<file path="config.mk">
export PLATFORM = sky130hd
export DESIGN_NAME = tmds_period_scheduler_flat
export DESIGN_NICKNAME = d
export VERILOG_FILES = /design/src/rtl/tmds_period_scheduler_if.sv /design/src/rtl/tmds_period_scheduler.sv /design/src/flat_wrapper.sv
export SDC_FILE = /design/constraint.sdc
export NUM_CORES = 1
export LEC_CHECK = 0
export CORE_ASPECT_RATIO = 2
export CORE_MARGIN = 4
export CORE_UTILIZATION = 25
export CTS_BUF_LIST = sky130_fd_sc_hd__clkbuf_8
export DETAILED_ROUTE_END_ITERATION = 8
export PLACE_DENSITY = 0.45
export SLEW_MARGIN = 40
export SYNTH_ARGS = -nofsm -noshare
export SYNTH_HDL_FRONTEND = slang
export SYNTH_SLANG_ARGS = --single-unit
</file>
<file path="constraint.sdc">
create_clock -name clk_pixel -period 2.8 [get_ports clk_pixel]
set_input_delay 0.28 -clock clk_pixel [delete_from_list [all_inputs] [get_ports clk_pixel]]
set_output_delay 0.28 -clock clk_pixel [all_outputs]
set_load 0.05 [all_outputs]
</file>
<file path="src/rtl/tmds_period_scheduler_if.sv">
// tmds_period_scheduler_if: timing, packet handshake and period outputs
// between the video timing/packet source and the TMDS period scheduler.
interface tmds_period_scheduler_if;
    logic        de;
    logic [11:0] cycles_to_active;
    logic        packet_valid;
    logic        packet_ready;
    logic        serializer_reset;
    logic [2:0]  mode;
    logic [3:0]  ctl;
    logic [4:0]  island_index;
    logic        sched_error;

    modport master (
        output de, cycles_to_active, packet_valid,
        input  packet_ready, serializer_reset, mode, ctl,
        input  island_index, sched_error
    );

    modport slave (
        input  de, cycles_to_active, packet_valid,
        output packet_ready, serializer_reset, mode, ctl,
        output island_index, sched_error
    );
endinterface

</file>
<file path="src/rtl/tmds_period_scheduler.sv">
// tmds_period_scheduler: per-pixel HDMI period sequencer. Picks control,
// preamble, guard, video or data-island periods and grants packet slots.
module tmds_period_scheduler #(
    parameter int RESET_HOLD   = 16,
    parameter int PREAMBLE_LEN = 8,
    parameter int GUARD_LEN    = 2,
    parameter int ISLAND_LEN   = 32,
    parameter int MIN_CONTROL  = 4,
    parameter int MAX_PACKETS  = 18,
    parameter int DVI_OUTPUT   = 0
) (
    input  logic                   clk_pixel,
    input  logic                   reset,
    tmds_period_scheduler_if.slave bus
);
    typedef enum logic [2:0] {
        S_CONTROL    = 3'd0,
        S_VID_PRE    = 3'd1,
        S_VID_GUARD  = 3'd2,
        S_VIDEO      = 3'd3,
        S_ISL_PRE    = 3'd4,
        S_ISL_GUARD  = 3'd5,
        S_ISL_DATA   = 3'd6,
        S_LINK_RESET = 3'd7
    } state_t;

    localparam logic [11:0] VPRE_LO  = 12'(GUARD_LEN + 1);
    localparam logic [11:0] VPRE_HI  = 12'(GUARD_LEN + PREAMBLE_LEN);
    localparam logic [11:0] GUARD_HI = 12'(GUARD_LEN);
    // Room for a full island plus the control/preamble/guard lead-in
    // that the following video period still needs.
    localparam logic [11:0] START_MIN = 12'(PREAMBLE_LEN + 2 * GUARD_LEN
        + ISLAND_LEN + MIN_CONTROL + PREAMBLE_LEN + GUARD_LEN);
    localparam logic [11:0] CONT_MIN = 12'(ISLAND_LEN + GUARD_LEN
        + MIN_CONTROL + PREAMBLE_LEN + GUARD_LEN);

    state_t      state_q, state_d, vid_next;
    logic [15:0] hold_q, hold_d;
    logic [3:0]  ctrl_cnt_q, ctrl_cnt_d;
    logic [7:0]  phase_q, phase_d;
    logic [4:0]  index_q, index_d;
    logic        trailing_q, trailing_d;
    logic [5:0]  pkt_cnt_q, pkt_cnt_d;
    logic        ready_q, ready_d;
    logic        sres_q, sres_d;
    logic [2:0]  mode_q, mode_d;
    logic [3:0]  ctl_q, ctl_d;
    logic        err_q, err_d;
    logic        start_ok, cont_ok;
    logic [11:0] cta;

    assign cta = bus.cycles_to_active;
    assign start_ok = bus.packet_valid
        && (ctrl_cnt_q >= 4'(MIN_CONTROL)) && (cta >= START_MIN);
    assign cont_ok = bus.packet_valid
        && (pkt_cnt_q < 6'(MAX_PACKETS)) && (cta >= CONT_MIN);

    // State and counter registers with synchronous reset into link bring-up
    always_ff @(posedge clk_pixel) begin
        if (reset) begin
            state_q    <= S_LINK_RESET;
            hold_q     <= '0;
            ctrl_cnt_q <= '0;
            phase_q    <= '0;
            index_q    <= '0;
            trailing_q <= 1'b0;
            pkt_cnt_q  <= '0;
            ready_q    <= 1'b0;
            sres_q     <= 1'b1;
            mode_q     <= '0;
            ctl_q      <= '0;
            err_q      <= 1'b0;
        end else begin
            state_q    <= state_d;
            hold_q     <= hold_d;
            ctrl_cnt_q <= ctrl_cnt_d;
            phase_q    <= phase_d;
            index_q    <= index_d;
            trailing_q <= trailing_d;
            pkt_cnt_q  <= pkt_cnt_d;
            ready_q    <= ready_d;
            sres_q     <= sres_d;
            mode_q     <= mode_d;
            ctl_q      <= ctl_d;
            err_q      <= err_d;
        end
    end

    // Period dictated by video timing alone
    always_comb begin
        vid_next = S_CONTROL;
        if (bus.de) begin
            vid_next = S_VIDEO;
        end else if (cta >= VPRE_LO && cta <= VPRE_HI) begin
            vid_next = S_VID_PRE;
        end else if (cta >= 12'd1 && cta <= GUARD_HI) begin
            vid_next = S_VID_GUARD;
        end
    end

    // Next state, island sequencing and packet grants
    always_comb begin
        state_d    = state_q;
        hold_d     = hold_q;
        phase_d    = phase_q;
        index_d    = index_q;
        trailing_d = trailing_q;
        pkt_cnt_d  = pkt_cnt_q;
        ready_d    = 1'b0;
        if (state_q == S_LINK_RESET) begin
            if (hold_q == 16'(RESET_HOLD - 1)) begin
                state_d = S_CONTROL;
            end else begin
                hold_d = hold_q + 16'd1;
            end
        end else if (DVI_OUTPUT != 0) begin
            state_d = bus.de ? S_VIDEO : S_CONTROL;
        end else if (bus.de) begin
            state_d = S_VIDEO;
        end else begin
            case (state_q)
                S_ISL_PRE: begin
                    if (phase_q == 8'(PREAMBLE_LEN - 1)) begin
                        state_d    = S_ISL_GUARD;
                        phase_d    = '0;
                        trailing_d = 1'b0;
                    end else begin
                        phase_d = phase_q + 8'd1;
                    end
                end
                S_ISL_GUARD: begin
                    if (phase_q == 8'(GUARD_LEN - 1)) begin
                        phase_d = '0;
                        state_d = trailing_q ? vid_next : S_ISL_DATA;
                    end else begin
                        phase_d = phase_q + 8'd1;
                    end
                end
                S_ISL_DATA: begin
                    if (index_q == 5'(ISLAND_LEN - 1)) begin
                        // ready_q here marks a packet granted on this pixel
                        if (!ready_q) begin
                            state_d    = S_ISL_GUARD;
                            phase_d    = '0;
                            trailing_d = 1'b1;
                        end
                        index_d = '0;
                    end else begin
                        index_d = index_q + 5'd1;
                        if (index_q == 5'(ISLAND_LEN - 2) && cont_ok) begin
                            ready_d   = 1'b1;
                            pkt_cnt_d = pkt_cnt_q + 6'd1;
                        end
                    end
                end
                default: begin
                    state_d = vid_next;
                    if (state_q == S_CONTROL && vid_next == S_CONTROL
                        && start_ok) begin
                        state_d   = S_ISL_PRE;
                        phase_d   = '0;
                        ready_d   = 1'b1;
                        pkt_cnt_d = 6'd1;
                    end
                end
            endcase
        end
        if (state_d != S_ISL_DATA) begin
            index_d = '0;
        end
        ctrl_cnt_d = '0;
        if (state_d == S_CONTROL) begin
            ctrl_cnt_d = (ctrl_cnt_q == 4'hf) ? 4'hf : ctrl_cnt_q + 4'd1;
        end
    end

    // Registered link outputs derived from the next state
    always_comb begin
        sres_d = (state_d == S_LINK_RESET);
        mode_d = sres_d ? 3'd0 : 3'(state_d);
        ctl_d  = 4'b0000;
        if (state_d == S_VID_PRE) begin
            ctl_d = 4'b0001;
        end else if (state_d == S_ISL_PRE) begin
            ctl_d = 4'b0101;
        end
        err_d = err_q;
        if (DVI_OUTPUT == 0 && state_d == S_VIDEO && state_q != S_VIDEO
            && state_q != S_VID_GUARD && state_q != S_LINK_RESET) begin
            err_d = 1'b1;
        end
    end

    assign bus.packet_ready     = ready_q;
    assign bus.serializer_reset = sres_q;
    assign bus.mode             = mode_q;
    assign bus.ctl              = ctl_q;
    assign bus.island_index     = index_q;
    assign bus.sched_error      = err_q;
endmodule

</file>
<file path="src/flat_wrapper.sv">
// flat-port wrapper written by rule: the top's interface ports become plain ports
module tmds_period_scheduler_flat 
#(
    parameter int RESET_HOLD   = 16,
    parameter int PREAMBLE_LEN = 8,
    parameter int GUARD_LEN    = 2,
    parameter int ISLAND_LEN   = 32,
    parameter int MIN_CONTROL  = 4,
    parameter int MAX_PACKETS  = 18,
    parameter int DVI_OUTPUT   = 0
)
  (clk_pixel, reset, bus_de, bus_cycles_to_active, bus_packet_valid, bus_packet_ready, bus_serializer_reset, bus_mode, bus_ctl, bus_island_index, bus_sched_error);
  tmds_period_scheduler_if bus_i ();
  input  logic clk_pixel;
  input  logic reset;
  input wire logic [$bits(bus_i.de)-1:0] bus_de;
  input wire logic [$bits(bus_i.cycles_to_active)-1:0] bus_cycles_to_active;
  input wire logic [$bits(bus_i.packet_valid)-1:0] bus_packet_valid;
  output wire logic [$bits(bus_i.packet_ready)-1:0] bus_packet_ready;
  output wire logic [$bits(bus_i.serializer_reset)-1:0] bus_serializer_reset;
  output wire logic [$bits(bus_i.mode)-1:0] bus_mode;
  output wire logic [$bits(bus_i.ctl)-1:0] bus_ctl;
  output wire logic [$bits(bus_i.island_index)-1:0] bus_island_index;
  output wire logic [$bits(bus_i.sched_error)-1:0] bus_sched_error;
  assign bus_i.de = bus_de;
  assign bus_i.cycles_to_active = bus_cycles_to_active;
  assign bus_i.packet_valid = bus_packet_valid;
  assign bus_packet_ready = bus_i.packet_ready;
  assign bus_serializer_reset = bus_i.serializer_reset;
  assign bus_mode = bus_i.mode;
  assign bus_ctl = bus_i.ctl;
  assign bus_island_index = bus_i.island_index;
  assign bus_sched_error = bus_i.sched_error;
  tmds_period_scheduler #(.RESET_HOLD(RESET_HOLD), .PREAMBLE_LEN(PREAMBLE_LEN), .GUARD_LEN(GUARD_LEN), .ISLAND_LEN(ISLAND_LEN), .MIN_CONTROL(MIN_CONTROL), .MAX_PACKETS(MAX_PACKETS), .DVI_OUTPUT(DVI_OUTPUT)) u_core (.clk_pixel(clk_pixel), .reset(reset), .bus(bus_i));
endmodule
</file>
==> impl_metrics.tcl <==
set metrics [dict create \
    via_per_inst 4.87 \
    yosysMostFrequentCell "dfxtp_1" \
    max-cap-violations 0 \
    wl_met2_um 4000 \
    final.setup.worst_slack_ns 0.116 \
    crit_path_cell_trace "ha_1, and3_1, ha_1, or3b_4, a31oi_4, o211ai_2, and3_4, or4_4, a2111oi_4" \
    die_h_um 154 \
    r2r_cells 9 \
    multi_input_area_um2 1590 \
    crit_slowest_cell "or4_4" \
    period_needed_ns 2.68 \
    p_clk_share_pct 22.7 \
    gp_congestion 0.723 \
    place.detailed.hpwl_um 5460 \
    drc 0 \
    setup_tns_ns 0 \
    p_switching_uw 820 \
    worstMarginPinSlew_ns 0.560 \
    area_growth_pct 21.4 \
    fill_cells 1177 \
    holdPathStages 2 \
    grt.total_usage_pct 11.6 \
    detailedPlace.worstSlack_ns 0.139 \
    hp-class "reg -> reg" \
    dr.first_iter.drc_count 71 \
    syn_area_per_cell_um2 8.85 \
    finClkSkew_ns 0.0105 \
    rsz0062_at_grt "false" \
    grt_pass1_vias 2350 \
    cp_num_cells 9 \
    path_clk_slew_ns 0.11 \
    postRouteAntennaNets 0 \
    startpoint "u_core.bus.island_index[0]" \
    synth_area_leaders "dfxtp_1, nor2_1, xor2_1, ha_1, nand3_1" \
    io_pins 31 \
    die_area_um2 12500 \
    initial_core_util_pct 25.6 \
    hp-start "u_core.pkt_cnt_q[3]" \
    synth.yosys.seq_area_share_pct 38.1 \
    htree_levels 2 \
    first_pass_iters 6 \
    clockRootBuffer "clkbuf_8" \
    cts_resized 0 \
    antenna-diode-count 0 \
    path_common_cell "ha_1" \
    seqPwrFrac_pct 41.6 \
    synth_edf_count 0 \
    numPortBuffers 28 \
    cp_slowest_stage_delay_ns 0.57 \
    swShare_pct 39.5 \
    grt_first_pass_wirelength_um 11300 \
    finish.utilization_pct 31.1 \
    cp_max_fo 7 \
    irDropWorstVdd_v 0.000222 \
    clk-insertion-delay-late_ns 0.32 \
    endpoint_kind "register" \
    synthFlopType "dfxtp_1" \
    async_reset_ff_share_pct 0 \
    hold_viol 0 \
    cts_hold_buffers 0 \
    antenna_found_initial 0 \
    clkSinkCount 51 \
    wl_per_cell_um 14.7 \
    ys_warn_count 0 \
    intPower_uw 1260 \
    grt_max_degree 30 \
    status "complete, no violations" \
    regArea_um2 1030 \
    cp.required_ns 3.04 \
    criticalPathCategory "reg -> reg" \
    leakage_uw 0.00113 \
    std_cell_rows 53 \
    p_comb_share_pct 35.6 \
    synth-seq-cells 51 \
    fmax_mhz 373 \
    drt-met1-wl_um 2540 \
    yosys.area.top_type "dfxtp_1" \
    cp_top_family "simple AND/OR/NAND/NOR gates" \
    die_w_um 81.2 \
    synthCells 303 \
    vias 2315 \
    drive_above_1_share_pct 12.7 \
    netlist_area_um2 2680 \
    synthTopCellsByCount "dfxtp_1, nor2_1, nand3_1" \
    wl_um 6970 \
    worst-path-buf-inv 0 \
    reg2reg_from "u_core.bus.island_index[0]" \
    clockBufferDepth 2 \
    crit_arrival_ns 2.92 \
    total_power_uw 2080 \
    yosys.area.top_type_share_pct 38.1 \
    period_share_pct 95.9 \
    cts_buffers 5 \
    post-cts-setup-buffers 0 \
    wl_met3_um 214 \
    yosys.cell_types.count 60 \
    nets 361 \
    top_layer_used "met4" \
    max_slew_margin_pct 62.7 \
    power_density_nw_per_um2 639 \
    cp-start-kind "register" \
    tritoncts "built" \
    slew_viol_final 0 \
    gr-total-overflow 0 \
    setup_viol 0 \
    coreArea_um2 10500 \
]
-- power by group through the flow --
stage / clock, uW / sequential [uW] / combinational [uW]
2_1_floorplan: 0 / 954 / 434
3_3_place_gp: 0 / 881 / 747
3_5_place_dp: 0 / 880 / 748
4_1_cts: 496 / 864 / 751
5_1_grt: 528 / 875 / 802
6_report: 472 / 865 / 741
-- sequential cells by signal, summed over array words and instances, names as in the netlist, 2 cells and up --
signal	cells
u_core.bus.ctl	2
u_core.bus.mode	3
u_core.phase_q	8
u_core.bus.island_index	5
u_core.hold_q	16
u_core.ctrl_cnt_q	4
u_core.state_q	3
u_core.pkt_cnt_q	6
-- per-stage QoR --
step,std cells,area [um2],hold slack (ns)
CTS,475,3250,0.503
finish,475,3250,0.495
detailed placement,467,3160,0.485
global route,475,3250,0.533
global placement,467,3160,0.474
floorplan,304,2690,0.419
-- kinds of logic after synthesis --
logic type                 share of synthesized area (%)
muxes                                               1.87
and+or+nand+nor                                     32.7
AOI/OAI and AO/OA                                   13.8
buffers and inverters                               2.80
other                                              0.140
DFF                                                 38.1
adders and majority gates                           3.73
xor gates and xnor gates                            6.86
-- worst min-delay path: stages, from the launching register on --
cell and delay (ns):
dfxtp_1 0.34, nand2_1 0.06, mux2i_1 0.06
-- layer usage --
layer,global-route usage [%],vias up
li1,-,1174
met1,11.0,1095
met2,22.8,34
met3,1.63,12
met4,5.88,0
met5,0,-
-- layout by cell type (no fill, tap or decap), drive strengths merged, types with 4 or more instances in the layout --
cell type / synthesis / final
nor4: 8 / 8
ha: 8 / 8
nor3: 12 / 12
dfxtp: 51 / 51
o21ai: 8 / 8
xor2: 13 / 13
nand2: 15 / 15
nor2: 42 / 42
inv: 3 / 4
xnor2: 8 / 8
clkbuf: 5 / 5
and3: 9 / 9
nand3: 17 / 17
nand4b: 4 / 4
nand4: 10 / 10
buf: 7 / 10
a31oi: 6 / 6
mux2i: 5 / 5
nand3b: 4 / 4
a21oi: 16 / 16
clkdlybuf4s50: 0 / 28
nand2b: 9 / 9
-- cell type report --
type | count | share of cell area [%]
Inverter | 3 | 0.346
Clock buffer | 5 | 2.11
Multi-Input combinational cell | 238 | 48.8
Clock inverter | 3 | 0.884
Timing Repair Buffer | 38 | 10.9
Sequential cell | 51 | 31.7
Tap cell | 137 | 5.27
-- final timing paths --
kind / endpoint / slack [ns]
max reg2reg: u_core.ctrl_cnt_q[3] / 0.12
min: u_core.pkt_cnt_q[3] / 0.50
max: u_core.ctrl_cnt_q[3] / 0.12
min reg2reg: u_core.pkt_cnt_q[3] / 0.50
No activity file was read; power rests on OpenSTA's default activity.
